`config.mk`:
```
export PLATFORM = sky130hd
export DESIGN_NAME = serial_subtractor
export DESIGN_NICKNAME = d
export VERILOG_FILES = /design/src/rtl/serial_subtractor_pkg.sv /design/src/rtl/full_subtractor_bit.sv /design/src/rtl/serial_subtractor.sv
export SDC_FILE = /design/constraint.sdc
export NUM_CORES = 1
export LEC_CHECK = 0
export ABC_AREA = 1
export CAP_MARGIN = 30
export CORE_UTILIZATION = 53
export CTS_CLUSTER_SIZE = 8
export DETAILED_ROUTE_END_ITERATION = 6
export PLACE_DENSITY = 0.89
export SYNTH_ARGS = -nofsm -noshare
export SYNTH_HDL_FRONTEND = slang
export SYNTH_SLANG_ARGS = --single-unit
export TNS_END_PERCENT = 5
```
`constraint.sdc`:
```
create_clock -name clk -period 1.8 [get_ports clk]
set_input_delay 0.18 -clock clk [delete_from_list [all_inputs] [get_ports clk]]
set_output_delay 0.18 -clock clk [all_outputs]
set_load 0.05 [all_outputs]
```
`src/rtl/serial_subtractor_pkg.sv`:
```
// Shared types and constants for the bit-serial ripple-borrow subtractor.
package serial_subtractor_pkg;

  typedef enum logic [1:0] {
    IDLE  = 2'd0,
    SHIFT = 2'd1,
    DONE  = 2'd2
  } state_t;

  localparam int DEFAULT_WIDTH = 4;
  localparam int DEFAULT_CNT_W = $clog2(DEFAULT_WIDTH);

endpackage

```
`src/rtl/full_subtractor_bit.sv`:
```
// Combinational 1-bit full-subtractor cell: d = a - b - bin, bout = borrow.
module full_subtractor_bit (
  input  logic a,
  input  logic b,
  input  logic bin,
  output logic d,
  output logic bout
);

  assign d    = a ^ b ^ bin;
  assign bout = (~a & b) | (~(a ^ b) & bin);

endmodule

```
`src/rtl/serial_subtractor.sv`:
```
// Bit-serial subtractor, LSB first, one bit per clock through a single cell.
// Optional signed-overflow output enabled by defining SERIAL_SUB_OVF_EN.
module serial_subtractor
  import serial_subtractor_pkg::*;
#(
  parameter int WIDTH = DEFAULT_WIDTH
) (
  input  logic             clk,
  input  logic             rst,
  input  logic             start,
  input  logic [WIDTH-1:0] A,
  input  logic [WIDTH-1:0] B,
  input  logic             Bin,
  output logic             busy,
  output logic             done,
  output logic [WIDTH-1:0] Diff,
  output logic             Bout
`ifdef SERIAL_SUB_OVF_EN
  ,
  output logic             Ovf
`endif
);

  localparam int CW = $clog2(WIDTH);
  localparam logic [CW-1:0] LAST_BIT = CW'(WIDTH - 1);

  // Handshake: start is accepted on any edge where state is not SHIFT;
  // busy is high exactly during SHIFT, done pulses for the single DONE cycle.
  state_t           state;
  state_t           state_next;
  logic [WIDTH-1:0] a_reg;
  logic [WIDTH-1:0] b_reg;
  logic [WIDTH-1:0] work;
  logic [CW-1:0]    cnt;
  logic             borrow;
  logic             cell_d;
  logic             cell_bout;
  logic             accept;
  logic             last;

  assign accept = start && (state != SHIFT);
  assign last   = (state == SHIFT) && (cnt == LAST_BIT);

  full_subtractor_bit u_cell (
    .a    (a_reg[0]),
    .b    (b_reg[0]),
    .bin  (borrow),
    .d    (cell_d),
    .bout (cell_bout)
  );

  always_ff @(posedge clk or posedge rst) begin
    if (rst) state <= IDLE;
    else     state <= state_next;
  end

  always_comb begin
    state_next = state;
    case (state)
      IDLE:    if (start) state_next = SHIFT;
      SHIFT:   if (cnt == LAST_BIT) state_next = DONE;
      DONE:    state_next = start ? SHIFT : IDLE;
      default: state_next = IDLE;
    endcase
  end

  always_comb begin
    busy = (state == SHIFT);
    done = (state == DONE);
  end

  // Partial results live in work; Diff/Bout only change on the final bit.
  always_ff @(posedge clk or posedge rst) begin
    if (rst) begin
      a_reg  <= '0;
      b_reg  <= '0;
      work   <= '0;
      cnt    <= '0;
      borrow <= 1'b0;
      Diff   <= '0;
      Bout   <= 1'b0;
    end else if (accept) begin
      a_reg  <= A;
      b_reg  <= B;
      work   <= '0;
      cnt    <= '0;
      borrow <= Bin;
    end else if (state == SHIFT) begin
      a_reg  <= a_reg >> 1;
      b_reg  <= b_reg >> 1;
      work   <= {cell_d, work[WIDTH-1:1]};
      cnt    <= cnt + CW'(1);
      borrow <= cell_bout;
      if (last) begin
        Diff <= {cell_d, work[WIDTH-1:1]};
        Bout <= cell_bout;
      end
    end
  end

`ifdef SERIAL_SUB_OVF_EN
  logic a_msb;
  logic b_msb;

  always_ff @(posedge clk or posedge rst) begin
    if (rst) begin
      a_msb <= 1'b0;
      b_msb <= 1'b0;
      Ovf   <= 1'b0;
    end else if (accept) begin
      a_msb <= A[WIDTH-1];
      b_msb <= B[WIDTH-1];
    end else if (last) begin
      Ovf <= (a_msb != b_msb) && (cell_d != a_msb);
    end
  end
`endif

endmodule

```
==> metrics.cfg <==
[detailed_routing]
drt_iter0_markers=18
viasPerCell=5.007
wl_um=1601
vias=746
drt_pre_antenna_iters=4
wl_per_cell_um=10.74
drtAntennaViolNets=0
drc=0

[synth]
yosysTopAreaCell=dfrtp_1
synth_nets=119
synth_cell_types=16
synth.area.top_cells=dfrtp_1 (54%), nand3_1 (15%), nand2_1 (12%)
yosysSeqAreaShare_pct=54.33
yosysWarningCount=0
ys_seq_elements=21
syn-cell-area_um2=967.2
synth_top_area_share_pct=54.33
synthCells=105
postSynthAreaPerCell_um2=9.211

[final_layout]
final_layout_size_suffix_gt1_share_pct=12.10
final_cell_mix=nand2_1 (32), nand3_1 (29), dfrtp_1 (21), clkdlybuf4s50_1 (16), inv_1 (5)
final_common_cell=nand2_1
syn_to_final_growth_pct=21.86
multi_input_area_um2=362.8
fin_nets=139
n_fill_cell=149
final_cell_area_mm2=0.001179
n_antenna_cell=0
seqCellArea_um2=525.5

[critical_path]
path_delay_family=buffers and inverters
end_kind=primary output
max_stage_delay_ns=0.80
path_max_fanout=2
crit_chain=clkdlybuf4s50_1
slowest_stage=clkdlybuf4s50_1
critical_path_class=reg2out
startpoint=Bout$_DFFE_PP0P_
rr_startpoint=state[0]$_DFFE_PP0P_
worst_ep_required_time_ns=1.62
worst-path-buf-inv=1
start_kind=flop
arrival_ns=1.45

[sta]
tightestPinTransition_ns=0.4903
worst_slack_ns=0.1655
rsz0062_at_grt=false
setup_tns_ns=0
final_max_slew_viol_count=0
setup_viol=0
min_period_ns=1.635
skew_ns=0.003615
period_share_pct=90.81
slew_headroom_pct=67.21
max_freq_ghz=0.6118
finalHoldViolCount=0

[floorplanning]
die_h_um=44.72
dieArea_mm2=0.002000
initial_core_util_pct=56.01
core-area_mm2=0.001727
pin_count=19
rows=15
die_x_um=44.72

[cts]
clk_path_buf_depth=2
cts-buffers-inserted=3
cts_tree=built
cts_resized=0
post-cts-setup-buffers=0
numClockSinks=21
cts_root_buf=clkbuf_4
insertion_delay_ns=0.29
cts.htree.levels=1
cts_hold_buf=0
clk_pin_slew_ns=0.11

[place]
gp_congestion=0.7123
hpwl_um=1119
dp_slack_ns=0.4924
placed_area_mm2=0.001152
portBuffers=18

[power]
p_leak_uw=0.0005856
ir_drop_mv=0.9881
power.total_uw=2068
power_density_mw_per_mm2=1755

[grt]
gr-usage-all-layers_pct=19.42
grt_pass1_wl_um=2822
grt_pass1_vias=673
grt_max_degree=27
grt_overflow=0
antenna_found_initial=0

[job]
max_cap_violations=0

[status]
status=finished clean

[min_path]
min-delay-path-class=in2async

kinds of logic (layout without fill, tap and decap cells):
kind of cell | after synthesis | in the layout | synth area share, %
and+or+nand+nor | 67 | 67 | 32.99
DFF | 21 | 21 | 54.33
buffers and inverters | 13 | 32 | 8.149
adders and majority gates | 2 | 2 | 3.363
AOI/OAI and AO/OA | 2 | 2 | 1.164
cell type report:
type / count / share of cell area (%)
flip-flops and latches: 21 / 44.59
multi-input cells: 71 / 30.79
repair buffers: 20 / 17.20
well taps: 25 / 2.654
inverters: 8 / 2.548
clock buffers: 4 / 2.229
synth_stat cells:
cell,count
nand2_1,32
nand3_1,29
dfrtp_1,21
inv_1,5
buf_6,3
inv_2,3
buf_4,2
nor2_4,2
fa_1,1
ha_1,1
nand2_2,1
nand2_4,1
nand3_2,1
nor2_1,1
o21ai_1,1
o22ai_1,1
power breakdown:
part | total, uW | internal (uW) | switching [uW]
clock network | 220 | 86.0 | 134
logic | 1040 | 371 | 668
registers | 809 | 677 | 132
per-stage QoR:
step	hold slack [ns]	utilization (%)	cells
2_1_floorplan	0.1565	-	105
3_3_place_gp	0.4525	66.74	145
3_5_place_dp	0.4568	66.74	145
4_1_cts	0.2242	68.26	149
5_1_grt	0.2446	68.26	149
6_report	0.2168	68.26	149
worst reg2reg max path, stage by stage, from the launching register on:
cell and delay, ns:
dfrtp_1 0.45, inv_2 0.06, nor2_4 0.30, nand2_1 0.19, nand2_1 0.10, nand2_1 0.05
routing by layer:
| layer | vias up | part of all wire (%) | global-route usage, % | wire length (um) |
|---|---|---|---|---|
| met3 | 4 | 4.2 | 4.000 | 68 |
| met5 | - | 0 | 0 | 0 |
| met4 | 0 | 2.2 | 7.273 | 36 |
| li1 | 378 | - | - | - |
| met1 | 337 | 46 | 25.33 | 736 |
| met2 | 27 | 47 | 32.06 | 760 |
worst paths after layout:
kind	end	slack [ns]	depth (start not counted)
max	Bout	0.17	1
min	Diff[0]$_DFFE_PP0P_	0.22	3
max reg2reg	Diff[1]$_DFFE_PP0P_	0.55	5
min reg2reg	Diff[0]$_DFFE_PP0P_	0.48	2
max in group asynchronous	a_reg[3]$_DFFE_PP0P_	1.38	3
min in group clk	a_reg[3]$_DFFE_PP0P_	0.44	3
(Power assumes the default switching activity.)
